### src/rtl/addr_unit.sv
// Address-generation stage: program counter, stack pointer and data-address register,
// with the ROM/RAM address outputs and the PC byte drive onto the shared data bus.
module addr_unit #(
    parameter logic [15:0] PC_RESET = 16'h0000,
    parameter logic [7:0]  SP_RESET = 8'hFF
) (
    input  logic        clk,
    input  logic        rst,
    input  logic [7:0]  data_in,
    input  logic        pch_car,
    input  logic        pcl_car,
    input  logic        sel_data_pc,
    input  logic        pch_bus,
    input  logic        pcl_bus,
    input  logic        dir_car,
    input  logic        sp_car,
    input  logic        sp_incdec,
    input  logic        sel_sp,
    output logic [15:0] rom_addr,
    output logic [7:0]  ram_addr,
    output logic [7:0]  data_out,
    output logic        data_oe,
    output logic        sp_empty,
    output logic        sp_full,
    output logic        stack_err,
    output logic        bus_err
);

    logic [15:0] pc;
    logic [7:0]  sp;
    logic [7:0]  dir;

    logic [15:0] pc_next;
    logic [7:0]  sp_next;
    logic        sp_fault;

    always_comb begin
        pc_next = pc;
        if (pcl_car && !sel_data_pc) begin
            pc_next = pc + 16'd1;
        end else if (sel_data_pc) begin
            if (pch_car) pc_next[15:8] = data_in;
            if (pcl_car) pc_next[7:0]  = data_in;
        end
    end

    // An out-of-range push/pop leaves SP where it is and only raises the sticky flag.
    always_comb begin
        sp_next  = sp;
        sp_fault = 1'b0;
        if (sp_car) begin
            if (sp_incdec) begin
                if (sp == 8'hFF) sp_fault = 1'b1;
                else             sp_next  = sp + 8'd1;
            end else begin
                if (sp == 8'h00) sp_fault = 1'b1;
                else             sp_next  = sp - 8'd1;
            end
        end
    end

    always_ff @(posedge clk) begin
        if (rst) begin
            pc        <= PC_RESET;
            sp        <= SP_RESET;
            dir       <= 8'h00;
            stack_err <= 1'b0;
            bus_err   <= 1'b0;
        end else begin
            pc <= pc_next;
            sp <= sp_next;
            if (dir_car) dir <= data_in;
            if (sp_fault) stack_err <= 1'b1;
            bus_err <= pch_bus & pcl_bus;
        end
    end

    assign rom_addr = pc;
    assign ram_addr = sel_sp ? sp : dir;
    assign sp_empty = (sp == 8'hFF);
    assign sp_full  = (sp == 8'h00);
    assign data_oe  = pch_bus | pcl_bus;

    // PCL wins when both bus strobes collide; the collision itself is flagged via bus_err.
    always_comb begin
        data_out = 8'h00;
        if (pcl_bus)      data_out = pc[7:0];
        else if (pch_bus) data_out = pc[15:8];
    end

endmodule

### config.mk
export PLATFORM = sky130hd
export DESIGN_NAME = addr_unit
export DESIGN_NICKNAME = d
export VERILOG_FILES = /design/src/rtl/addr_unit.sv
export SDC_FILE = /design/constraint.sdc
export NUM_CORES = 1
export LEC_CHECK = 0
export ABC_CLOCK_PERIOD_IN_PS = 2000
export CAP_MARGIN = 5
export CORE_ASPECT_RATIO = 0.8
export CORE_UTILIZATION = 50
export CTS_CLUSTER_SIZE = 16
export DETAILED_ROUTE_END_ITERATION = 8
export DONT_BUFFER_PORTS = 1
export PLACE_DENSITY_LB_ADDON = 0.2
export SETUP_SLACK_MARGIN = 0.05
export SYNTH_ARGS = -nofsm -noshare
export SYNTH_HDL_FRONTEND = slang
export SYNTH_SLANG_ARGS = --single-unit
### constraint.sdc
create_clock -name clk -period 2 [get_ports clk]
set_input_delay 0.6 -clock clk [delete_from_list [all_inputs] [get_ports clk]]
set_output_delay 0.6 -clock clk [all_outputs]
set_load 0.01 [all_outputs]
==> results of run 1 <==
==> final cells by class <==
type,instances,area (µm²)
fillers,407,1645
multi-input cells,219,1474
flip-flops and latches,34,683.2
repair buffers,33,247.7
clock buffers,6,82.58
well taps,57,71.32
inverters,13,52.55
==> power by group through the flow <==
stage	Combinational, mW	Clock (mW)	Sequential [mW]
final	0.567	0.507	0.787
after global routing	0.630	0.541	0.796
after CTS	0.549	0.516	0.784
after detailed placement	0.545	0	0.797
after global placement	0.533	0	0.797
after floorplan	0.367	0	0.812
==> cells in the mapped netlist, types with 2 or more instances <==
| cell | number |
|---|---|
| dfxtp_1 | 34 |
| nor2_1 | 31 |
| nand2_1 | 26 |
| o21ai_0 | 20 |
| inv_1 | 13 |
| mux2i_1 | 12 |
| nand3_1 | 12 |
| a21oi_1 | 10 |
| clkbuf_1 | 10 |
| a31oi_1 | 8 |
| mux2_2 | 8 |
| o211ai_1 | 8 |
| a22oi_1 | 7 |
| ha_1 | 7 |
| nor3_1 | 6 |
| a211oi_1 | 5 |
| nand4_1 | 4 |
| or3_1 | 4 |
| a22o_1 | 3 |
| and2_1 | 3 |
| buf_6 | 3 |
| nor4_1 | 3 |
| o311ai_0 | 3 |
| or4_1 | 3 |
| xnor2_1 | 3 |
| and2_0 | 2 |
| and3_1 | 2 |
| buf_2 | 2 |
| nor2b_1 | 2 |
| nor3b_1 | 2 |
| o2111a_1 | 2 |
| o2111ai_1 | 2 |
==> worst register-to-register path, delay by kind of cell, from the launching register on <==
kind                       cells  cell delay, ns
AOI/OAI and AO/OA              1            0.19
adders and majority gates      1            0.23
DFF                            1            0.41
and+or+nand+nor                3            0.92
==> flip-flops by register name, summed over array words and instances, names as in the netlist <==
register	count
stack_err	1
sp	8
bus_err	1
dir	8
rom_addr	16
==> layout by cell type (no fill, tap or decap), types with 10 or more instances in the layout <==
cell type	n
o21ai_0	20
inv_1	12
buf_4	33
nand3_1	12
a21oi_1	10
mux2i_1	12
nor2_1	30
dfxtp_1	32
nand2_1	26
==> layer usage <==
metal,up-vias,track usage [%],wire length (µm)
met5,-,0,0
met4,0,7.008,60
met3,7,5.839,594
met2,115,43.11,2819
met1,1091,42.29,3152
li1,1098,-,-
==> timing repair <==
action | 4_1_cts | 5_1_grt
buffers inserted | 0 | 0
pin swaps | 1 | 3
gates resized for setup | 4 | 7
endpoints found under the hold margin | 0 | 0
setup endpoints to repair | 1 | 6
==> path summary, 6_finish.rpt <==
check | from | end | slack, ns | cells after the start
min reg2reg | dir[1] | dir[1] | 0.49 | 2
max | sp[4] | sp_full | 0.07 | 2
min | rst | stack_err | 0.38 | 1
max reg2reg | rom_addr[1] | rom_addr[10] | 0.19 | 5
==> kinds of logic after synthesis <==
kind of cell,count (synthesis)
adder cells (fa/ha/maj),8
AO/OA/AOI/OAI,81
XOR/XNOR,3
buffers and inverters,28
multiplexers,20
AND/OR/NAND/NOR,107
flip-flops,34
==> key figures, run 1 <==
Critical path
  – Delay contributed by the slowest stage of the critical path: 0.57 ns
  – Buffering stage count on the worst path with inverters included: 0
  – Maximum fanout along the worst path: 5
  – Crit path required time: 1.40 ns
  – Kind of launch point of the worst setup path: register
  – Cell with the biggest individual delay on the critical path: or4_4
  – Worst path cell trace: or4_4 > nor2_4
  – Critical path endpoint category: output pin
  – Classification of the worst setup path: reg -> out
  – Data arrival time at the worst-slack endpoint: 1.33 ns
  – Top Family by Delay on Critical Path: simple AND/OR/NAND/NOR gates

Power and ir drop
  – Switching power share of the total: 32.24%
  – Relative contribution of sequential cells to total power: 42.3%
  – Clock Power Share: 27.3%
  – Total power: 1.861 mW
  – Cell-internal power: 1.261 mW
  – Leakage power: 0.9964 nW
  – Switch Pwr: 0.6000 mW
  – Worst supply voltage drop on vdd: 359.6 µV
  – Combinational fraction of design power: 30.5%
  – Power Dens Cells: 712.7 mW/mm²

Synth
  – Top post-synthesis cells by area: dfxtp_1 (30%), mux2i_1 (5.3%), nor2_1 (5.2%)
  – Distinct cell type count of the synthesized netlist: 53
  – Number of enable-type register cells in the synthesized netlist: 0
  – Parity-gate share of the synthesized area counting xor and xnor cells: 1.167%
  – Synthesized netlist cell count: 281
  – Combinational family with the most area after synthesis: compound AO/OA/AOI/OAI gates
  – Synthesized-area fraction occupied by adder cells: 4.780%
  – Post-synthesis mux area share: 9.339%
  – Simple-gate share of the synthesized area: 23.90%
  – Compound-gate portion of the synthesized area: 24.79%
  – Share of flip-flops with an asynchronous set or reset after synthesis: 0%
  – Synthesized Nets: 308
  – Netlist area before placement: 0.002251 mm²
  – Post-synth top area share: 30.24%
  – Commonest register cell after synthesis: dfxtp_1
  – Average cell area after synthesis: 8.010 µm²
  – Synth Register Bits: 34
  – Share of synthesized area occupied by flip-flops and latches: 30.24%
  – Leading area contributor after synthesis: dfxtp_1
  – Yosys synthesis warning count: 0

STA
  – Endpoints failing hold: 0
  – RSZ-0062 raised after global routing: true
  – Max-slew violation total from the final report: 0
  – Max transition margin: 60.25%
  – Total setup violations reported at the end of the flow: 0
  – Maximum achievable frequency: 519.3 MHz
  – Post-layout minimum cycle time: 1.926 ns
  – Final worst-path setup slack: 0.07444 ns
  – Worst-case hold slack: 0.3840 ns
  – Portion of the clock cycle consumed by the worst path in the final layout: 96.28%
  – Worst slew pin tran: 0.5797 ns
  – Maximum clock skew at final layout: 0.007208 ns
  – Summed negative setup slack over all endpoints: 0 ns

CTS
  – Root Driver: clkbuf_8
  – Clock-pin slew reported for the worst setup and hold paths after clock tree synthesis: 0.06 ns
  – Clock sink count: 34
  – Level count of the clock H-tree: 2
  – Clock buffer depth: 2
  – Cts-stage hold buffer count: 0
  – TritonCTS buffer count: 5
  – Worst-Skew Late Latency: 0.29 ns
  – TritonCTS clock tree: done

Layout
  – Fin util: 61.35%
  – Antenna Diode Count: 0
  – Share of layout cells above drive strength 1: 21.97%
  – Final non-filler cell total: 362
  – Net count of the finished layout: 333
  – Final Instance Area: 0.002611 mm²
  – Area overhead of the layout relative to synthesis: 16.01%

Detailed routing
  – Routed wire length: 6.626 mm
  – Post-DR vias/cell: 6.384
  – Number of remaining DRC errors: 0
  – WL per Instance: 18.30 µm
  – Post-route ant nets: 0
  – Detailed Route Iter0 Violations: 241
  – Total vias in the final route: 2311
  – First-pass DRT Iterations: 4

Placed design
  – Dpl cell area: 0.002497 mm²
  – Count of port buffers added during placement: 0
  – Total instance count after detailed placement: 356
  – Final weighted congestion in routability-driven placement: 0.9060
  – Setup slack at placement: -0.1641 ns
  – Half-perimeter wire length after detailed placement: 4.986 mm

Die
  – Effective utilization at floorplan: 52.88%
  – Die Area: 0.004776 mm²
  – Die height: 62.01 µm
  – I/O pins: 56
  – Std cell rows: 21
  – Horizontal extent of the die: 77.02 µm
  – Core Region: 0.004257 mm²

Global route
  – Pin count of the biggest net entering global routing: 32
  – Total congestion overflow after global routing: 0
  – First-pass GRT wire length: 10.38 mm
  – Antenna violations before repair: 0
  – Number of global-route vias before repair: 2095
  – Overall fraction of global-route tracks in use: 28.75%

Run status
  – Status: finished, final reports clean

Worst hold path
  – Worst Hold Class: in -> reg

Flow run
  – Number of maximum-capacitance constraint violations: 0
Note: power is estimated with default switching activity, not from simulation.
==> inputs of run 2 (changes only) <==
--- a/config.mk
+++ b/config.mk
@@ -13,6 +13,8 @@
 export DETAILED_ROUTE_END_ITERATION = 8
 export DONT_BUFFER_PORTS = 1
+export GPL_TIMING_DRIVEN = 0
 export PLACE_DENSITY_LB_ADDON = 0.2
 export SETUP_SLACK_MARGIN = 0.05
+export SKIP_CTS_REPAIR_TIMING = 1
 export SYNTH_ARGS = -nofsm -noshare
 export SYNTH_HDL_FRONTEND = slang
==> constraint.sdc (replaced) <==
create_clock -name clk -period 2 [get_ports clk]
set_input_delay 0.6 -clock clk [delete_from_list [all_inputs] [get_ports clk]]
set_output_delay 0.6 -clock clk [all_outputs]
set_load 0.02 [all_outputs]
==> run 2 against run 1 <==
The run now ends with negative setup slack left. Critical path depth is the same. Clock power grew 58%. Clock skew is essentially flat. Sequential cell count is the same. Register-to-register slack lost 0.05 ns. Worst setup slack lost 0.075 ns. Final area grew 0.29%. Global-route usage shrank 1.3 points. Wire length grew 1.7%. Sequential share of layout area grew 0.83 points. Count of clock-buffer cells in the layout is the same. Worst hold slack gained 0.064 ns. Highest routed layer unchanged.
==> key figures, run 2 (synthesized netlist as in run 1, its figures left out) <==
Global route
  – First-pass GRT wire length: 9.936 mm
  – Overall fraction of global-route tracks in use: 27.44%
  – Pin count of the biggest net entering global routing: 12
  – Number of global-route vias before repair: 2036
  – Antenna violations before repair: 0
  – Total congestion overflow after global routing: 0

STA
  – Total setup violations reported at the end of the flow: 1
  – Max transition margin: 61.66%
  – Worst-case hold slack: 0.4482 ns
  – Post-layout minimum cycle time: 2.000 ns
  – Maximum achievable frequency: 499.9 MHz
  – Portion of the clock cycle consumed by the worst path in the final layout: 100.0%
  – Final worst-path setup slack: -0.0004546 ns
  – Maximum clock skew at final layout: 0.007666 ns
  – Endpoints failing hold: 0
  – RSZ-0062 raised after global routing: true
  – Worst slew pin tran: 0.5752 ns
  – Max-slew violation total from the final report: 0

Layout
  – Most used cells in the layout excluding fill and tap cells: nor2_1 (29), nand2_1 (26), dfxtp_1 (21)
  – Most common cell after layout, fill and taps aside: nor2_1
  – Area overhead of the layout relative to synthesis: 16.34%
  – Share of layout cells above drive strength 1: 23.55%
  – Antenna Diode Count: 0
  – Max FFs per register: 16
  – Fin util: 61.52%
  – Net count of the finished layout: 319
  – Final non-filler cell total: 350

Detailed routing
  – Post-DR vias/cell: 6.483
  – Total vias in the final route: 2269
  – First-pass DRT Iterations: 4
  – Post-route ant nets: 0
  – Detailed Route Iter0 Violations: 155
  – Number of remaining DRC errors: 0
  – WL per Instance: 19.25 µm
  – Routed wire length: 6.736 mm

Power and ir drop
  – Leakage power: 0.9472 nW
  – Total power: 2.202 mW
  – Combinational fraction of design power: 25.2%
  – Power Dens Cells: 840.7 mW/mm²
  – Switch Pwr: 0.7095 mW
  – Switching power share of the total: 32.23%
  – Worst supply voltage drop on vdd: 539.7 µV
  – Relative contribution of sequential cells to total power: 38.5%
  – Clock Power Share: 36.3%
  – Cell-internal power: 1.492 mW

CTS
  – Clock sink count: 34
  – TritonCTS clock tree: done
  – Level count of the clock H-tree: 2
  – Worst-Skew Late Latency: 0.29 ns
  – Clock-pin slew reported for the worst setup and hold paths after clock tree synthesis: 0.08 ns
  – Clock buffer depth: 2
  – TritonCTS buffer count: 5
  – Root Driver: clkbuf_8

Critical path
  – Delay contributed by the slowest stage of the critical path: 0.55 ns
  – Crit path required time: 1.40 ns
  – Kind of launch point of the worst setup path: register
  – R2r startpoint: sp[6]
  – Data arrival time at the worst-slack endpoint: 1.40 ns
  – Classification of the worst setup path: reg -> out
  – Cell with the biggest individual delay on the critical path: or4_4
  – Critical path endpoint category: output pin
  – Worst reg2reg path endpoint: sp[3]
  – Worst path cell trace: or4_4 > nor2_4
  – Depth of the worst register-to-register path: 5
  – Maximum fanout along the worst path: 7
  – Critical path launch point: sp[0]
  – Worst reg-to-reg setup slack: 0.14 ns

Die
  – Std cell rows: 21
  – Horizontal extent of the die: 77.02 µm
  – I/O pins: 56
  – Core Region: 0.004257 mm²
  – Die height: 62.01 µm
  – Die Area: 0.004776 mm²
  – Effective utilization at floorplan: 52.88%

Placed design
  – Half-perimeter wire length after detailed placement: 4.688 mm
  – Final weighted congestion in routability-driven placement: 0.8888
  – Total instance count after detailed placement: 338
  – Count of port buffers added during placement: 0

Worst hold path
  – Worst min-delay path startpoint: data_in[2]
  – Worst Hold Class: in -> reg
  – Worst hold path endpoint: rom_addr[10]
  – Number of instances on the worst hold path: 2

Run status
  – Status: complete, but fails checks
  – Failing checks: negative setup slack

Flow run
  – Number of maximum-capacitance constraint violations: 0
==> run 2: cell types whose count changed in the layout (fill, tap and decap cells not counted), moves of 2 or more <==
cell / before / now
dfxtp_1: 32 / 21
dfxtp_2: 2 / 9
dfxtp_4: 0 / 4
o21ai_2: 0 / 8
buf_2: 0 / 2
buf_6: 0 / 3
clkbuf_1: 0 / 9
buf_4: 33 / 4
bufinv_16: 0 / 2
o21ai_0: 20 / 12
==> run 2: power groups by stage <==
stage / Sequential [mW] / Combinational, mW / Clock (mW)
floorplan: 0.826 / 0.397 / 0
CTS: 0.840 / 0.474 / 0.801
global route: 0.854 / 0.613 / 0.841
detailed placement: 0.855 / 0.469 / 0
finish: 0.848 / 0.555 / 0.799
global placement: 0.854 / 0.462 / 0
==> run 2: worst max path at each step <==
stage	to
CTS	sp_full
detailed placement	sp[4]
global placement	sp[6]
floorplan	sp[7]
global route	sp_full
finish	sp_full
==> run 2: worst max-delay path: cells and delay by family (launching register included) <==
kind,cells,cell delay [ns]
DFF,1,0.38
and+or+nand+nor,2,0.74
==> run 2: final cells by class <==
class                      count  area, µm²
buffer                        15      82.58
sequential                    34      706.9
fill                         415       1638
multi-input combinational    219       1533
tap                           57      71.32
clock buffer                   6      82.58
inverter                      13      52.55
timing repair buffer           4      30.03
clock inverter                 2      60.06
==> run 2: routing by layer <==
| layer | GRT usage (%) | share of wire (%) |
|---|---|---|
| met1 | 39.35 | 48 |
| met4 | 10.78 | 1.5 |
| met5 | 0 | 0 |
| met3 | 6.861 | 7.7 |
| met2 | 39.54 | 42 |
==> run 2: stage by stage <==
step	cell area [µm²]	setup slack (ns)	setup TNS [ns]
4_1_cts	2474	-0.2313	-0.5216
3_5_place_dp	2331	-0.2982	-0.9600
6_report	2619	-0.0004546	-0.0004546
3_3_place_gp	2331	-0.2782	-0.7684
2_1_floorplan	2260	-0.007943	-0.01363
5_1_grt	2619	-0.03741	-0.03741
==> inputs of run 3 (changes only) <==
- ABC_CLOCK_PERIOD_IN_PS: 2000 -> 2100
- PLACE_DENSITY: not set -> 0.74
- PLACE_DENSITY_LB_ADDON: 0.2 -> not set
- clock period: 2 -> 2.1 ns (I/O delays scaled with it)
==> run 3 against run 2 <==
The flow now finishes without violations. Worst setup slack better by 0.015 ns. Critical path type unchanged. Global-route usage is 0.17 points lower. Sequential power is 4.8% lower. Final area is 2.7% lower. Clock skew is 0.0038 ns lower. Worst hold slack better by 0.032 ns. Wire length is 4.6% lower. Combinational power is 13% lower. Non-clock buffer count is 3 lower. Sequential share of layout area is 0.25 points higher.
==> key figures, run 3 (synthesized netlist as in run 1, its figures left out) <==
Layout
  – Most common cell after layout, fill and taps aside: nor2_1
  – Number of filler cells placed in the layout: 408
  – Net count of the finished layout: 316
  – Share of layout cells above drive strength 1: 18.28%
  – Register area: 694.4 µm²
  – Final Instance Area: 0.002549 mm²
  – Area overhead of the layout relative to synthesis: 13.23%
  – Antenna Diode Count: 0
  – Max FFs per register: 16
  – Most used cells in the layout excluding fill and tap cells: nor2_1 (29), dfxtp_1 (27), nand2_1 (26)
  – Area used by multi-input combinational logic: 0.001496 mm²

Critical path
  – Classification of the worst setup path: reg -> out
  – Cell with the biggest individual delay on the critical path: or4_4
  – Kind of launch point of the worst setup path: register
  – Worst reg2reg path endpoint: rom_addr[10]
  – Delay contributed by the slowest stage of the critical path: 0.60 ns
  – R2r startpoint: rom_addr[6]
  – Worst reg-to-reg setup slack: 0.09 ns
  – Worst path cell trace: or4_4 > nor2_4
  – Critical path endpoint category: output pin
  – Crit path required time: 1.47 ns
  – Data arrival time at the worst-slack endpoint: 1.46 ns
  – Depth of the worst register-to-register path: 4
  – Maximum fanout along the worst path: 5

STA
  – Max transition margin: 57.94%
  – Worst slew pin tran: 0.6133 ns
  – Max-slew violation total from the final report: 0
  – Maximum achievable frequency: 479.6 MHz
  – Worst-case hold slack: 0.4801 ns
  – Summed negative setup slack over all endpoints: 0 ns
  – Maximum clock skew at final layout: 0.003867 ns
  – Total setup violations reported at the end of the flow: 0
  – Portion of the clock cycle consumed by the worst path in the final layout: 99.30%
  – Endpoints failing hold: 0
  – RSZ-0062 raised after global routing: true
  – Post-layout minimum cycle time: 2.085 ns

CTS
  – Clock buffer depth: 2
  – Worst-Skew Late Latency: 0.30 ns
  – Root Driver: clkbuf_8
  – TritonCTS buffer count: 5
  – TritonCTS clock tree: done
  – Clock sink count: 34
  – Clock-pin slew reported for the worst setup and hold paths after clock tree synthesis: 0.08 ns
  – Level count of the clock H-tree: 2

Die
  – Effective utilization at floorplan: 52.88%
  – Std cell rows: 21
  – I/O pins: 56
  – Die Area: 0.004776 mm²
  – Die height: 62.01 µm
  – Core Region: 0.004257 mm²
  – Horizontal extent of the die: 77.02 µm

Global route
  – First-pass GRT wire length: 9.929 mm
  – Pin count of the biggest net entering global routing: 12
  – Antenna violations before repair: 0
  – Overall fraction of global-route tracks in use: 27.27%
  – Number of global-route vias before repair: 2020
  – Total congestion overflow after global routing: 0

Power and ir drop
  – Worst supply voltage drop on vdd: 447.7 µV
  – Power Dens Cells: 808.9 mW/mm²
  – Leakage power: 0.9197 nW

Placed design
  – Dpl cell area: 0.002331 mm²
  – Final weighted congestion in routability-driven placement: 0.8498
  – Half-perimeter wire length after detailed placement: 4.588 mm
  – Count of port buffers added during placement: 0

Detailed routing
  – Total vias in the final route: 2294
  – Post-DR vias/cell: 6.611
  – Number of remaining DRC errors: 0
  – Detailed Route Iter0 Violations: 325
  – WL per Instance: 18.52 µm
  – Post-route ant nets: 0
  – Routed wire length: 6.425 mm
  – First-pass DRT Iterations: 5

Flow run
  – Number of maximum-capacitance constraint violations: 0

Worst hold path
  – Number of instances on the worst hold path: 1
  – Worst min-delay path startpoint: pcl_bus
  – Worst hold path endpoint: bus_err
  – Worst Hold Class: in -> reg

Run status
  – Status: finished, final reports clean
run 3: cell types whose count changed in the layout (fill, tap and decap cells not counted), sizes merged:
cell | previous run | this run
buf | 9 | 6
run 3: routing by layer:
metal,share of wire (%),track usage (%),vias up,routed length (µm)
met5,0,0,-,0
li1,-,-,1075,-
met3,12,8.175,11,785
met1,44,37.86,1069,2851
met2,42,39.41,139,2695
met4,1.4,11.86,0,93
run 3: cell type report:
cell class | instances | area share [%]
multi-input cells | 219 | 58.71
flip-flops and latches | 34 | 27.25
repair buffers | 1 | 0.2946
clock buffers | 6 | 3.240
plain buffers | 15 | 3.289
clock inverters | 2 | 2.356
well taps | 57 | 2.798
inverters | 13 | 2.062
run 3: where the power goes:
part	internal (mW)	leakage [nW]	total [mW]	switching (mW)
Combinational	0.196	0.566	0.483	0.287
Clock	0.507	0.0714	0.771	0.264
Sequential	0.699	0.282	0.807	0.108
Total	1.40	0.920	2.06	0.660
run 3: worst max path at each step:
| stage | slack (ns) | cells after the start | end | from |
|---|---|---|---|---|
| after global placement | -0.19 | 5 | sp[4] | sp_incdec |
| after detailed placement | -0.19 | 6 | sp[6] | sp_incdec |
| after floorplan | 0.06 | 6 | sp[7] | sp_incdec |
| after CTS | -0.17 | 2 | sp_full | sp[0] |
| after global routing | -0.02 | 2 | sp_full | sp[3] |
| final | 0.01 | 2 | sp_full | sp[3] |
run 3: worst max-delay path, delay by kind of cell (launching register included):
kind	cells	cell delay (ns)
DFF	1	0.38
and+or+nand+nor	2	0.79
run 3: per-stage QoR:
stage                     power (mW)  util, %  setup WS, ns  instances
after floorplan                1.165        -       0.06206        281
after global placement         1.252    54.76       -0.1912        338
after detailed placement       1.259    54.76       -0.1878        338
after CTS                      2.026    58.11       -0.1738        346
after global routing           2.155    59.88      -0.02176        347
final                          2.062    59.88       0.01476        347
==> RTL change, RTL diff (flow settings as in run 2) <==
Reset style: asynchronous (`rst`), changed in one clocked block.
--- a/src/rtl/addr_unit.sv
+++ b/src/rtl/addr_unit.sv
@@ -60,5 +60,5 @@
     end
 
-    always_ff @(posedge clk) begin
+    always_ff @(posedge clk or posedge rst) begin
         if (rst) begin
             pc        <= PC_RESET;
Formal check against the unedited RTL: differs if rst is asserted again (counterexample within 4 cycles, from zero or initial values and one cycle with rst high); with rst held inactive, the same outputs for 10 cycles.
==> RTL change against run 2 <==
Final area fell by 5.6%. Largest power group unchanged. First-iteration DRC count increased by 12%. Synthesized area fell by 3.1%. Clock skew fell by 0.00061 ns. Worst setup slack improved by 0.015 ns. Final cell count shrank 16%. Largest cell class unchanged. Sequential cell count is the same. Power rose by 29%. Die area is 3.0% lower. Wire length fell by 21%. Critical endpoint is now sp[6]$_DFFE_PP1P_. Combinational power is 98% higher.
==> RTL change: results (changes against run 2) <==
Routing
  – WL met3: 375 µm (was 520 µm)
  – Met2 wire len: 2.28 mm (was 2.86 mm)
  – WL per Instance: 18.1 µm (was 19.2 µm)
  – M1 wire length: 2.64 mm (was 3.25 mm)
  – Drt via density: 6.16 (was 6.48)
  – 1st-iter DRT viols: 173 (was 155)

Layout
  – Share of cells above drive strength 1: 0.328 (was 0.235)
  – Fin nets: 265 (was 319)
  – Max FFs per register: 16 (unchanged)

Synth
  – Cell variety after synth: 47 (was 53)
  – Yosys warning count: 0 (unchanged)
  – Most used DFF post-synth: dfrtp_1 (was dfxtp_1)
  – Asr flop ratio synth: 1.00 (was 0)
  – Area contributors post-synth: dfrtp_1 30%, mux2_2 11%, dfstp_2 9.6% (was dfxtp_1 30%, mux2i_1 5.3%, nor2_1 5.2%)
  – Post-synth top cells: 26 x dfrtp_1, 25 x nand2_1, 22 x mux2_2, 20 x o21ai_0, 16 x a21oi_1 (was 34 x dfxtp_1, 31 x nor2_1, 26 x nand2_1, 20 x o21ai_0, 13 x inv_1)
  – Post-synthesis sequential area ratio: 0.394 (was 0.302)
  – Post-Syn Nets: 254 (was 308)

STA
  – Worst slew margin: 0.477 (was 0.617)
  – Clock skew: 0.00706 ns (was 0.00767 ns)

Setup path
  – Slowest cell on crit path: ha_1 (was or4_4)
  – R2r endpoint: sp[6]$_DFFE_PP1P_ (was sp[3]$_SDFFE_PP1P_)
  – CP Class: primary input to flip-flop (was flip-flop to primary output)
  – Critical Path Max Stage Delay: 0.44 ns (was 0.55 ns)
  – Arrival time at the worst endpoint: 2.20 ns (was 1.40 ns)
  – R2R cell count: 6 (was 5)
  – Critical path startpoint: sp_incdec (was sp[0]$_SDFFE_PP1P_)
  – R2R Setup Slk: 0.02 ns (was 0.14 ns)
  – Critical R2R Launch: sp[4]$_DFFE_PP1P_ (was sp[6]$_SDFFE_PP1P_)

Run status
  – Status: complete, no violations (was finished with violations)

Global routing
  – Vias in the first global route: 1530 (was 2036)
  – Largest net degree at the start of global routing: 19 (was 12)
  – First-pass GRT wire length: 7.96 mm (was 9.94 mm)
  – GRT Util Overall: 0.237 (was 0.274)

Power
  – Leak: 0.972 nW (was 0.947 nW)
  – Worst vdd ir: 0.492 mV (was 0.540 mV)

Min path
  – Type of the worst min-delay path: primary input to asynchronous set/reset pin (was primary input to flip-flop)

Place
  – Final Wtd Congestion: 0.892 (was 0.889)
  – DP HPWL: 3.96 mm (was 4.69 mm)

Job
  – Max_cap viols: 0 (unchanged)
[RTL change: stage by stage]
stage	worst slack (ns)	hold slack, ns	instance area [µm²]	instances	TNS (ns)
after floorplan	-0.143	0.477	2210	227	-0.221
after global placement	-0.293	0.492	2280	284	-1.02
after detailed placement	-0.303	0.497	2310	285	-1.14
after CTS	-0.183	0.374	2390	292	-0.452
after global routing	-0.0431	0.402	2470	295	-0.0664
final	0.0143	0.344	2470	295	0
[RTL change: logic make-up after synthesis]
logic type                 count (synthesis)  synth area share
muxes                                     25             0.127
and+or+nand+nor                           65             0.155
DFF                                       34             0.394
xor gates and xnor gates                   7            0.0281
adders and majority gates                  8            0.0493
buffers and inverters                     18            0.0355
AOI/OAI and AO/OA                         70             0.210
[RTL change: final cells by class]
cell class / count / area [µm²]
clock buffer: 5 / 68.8
buffer: 12 / 56.3
fill: 370 / 1710
clock inverter: 2 / 10.0
sequential: 34 / 871
timing repair buffer: 4 / 50.0
inverter: 6 / 26.3
tap: 57 / 71.3
multi-input combinational: 175 / 1320
[RTL change: worst max-delay path, delay by kind of cell]
kind | cells | cell delay [ns]
fa+ha+maj | 1 | 0.44
mux | 1 | 0.26
simple gates | 1 | 0.17
compound gates | 2 | 0.50
xor+xnor | 1 | 0.07
buf+inv | 1 | 0.16
[RTL change: power groups by stage]
stage	Combinational [mW]	Sequential (mW)	Clock, mW
6_report	1.10	1.25	0.487
3_5_place_dp	1.06	1.24	0
4_1_cts	1.07	1.23	0.491
2_1_floorplan	0.916	1.17	0
5_1_grt	1.22	1.28	0.518
3_3_place_gp	1.03	1.23	0
[RTL change: metal layers]
metal | GRT usage | up-vias
li1 | - | 870
met1 | 0.366 | 885
met2 | 0.320 | 57
met3 | 0.0622 | 5
met4 | 0.0714 | 0
met5 | 0 | -
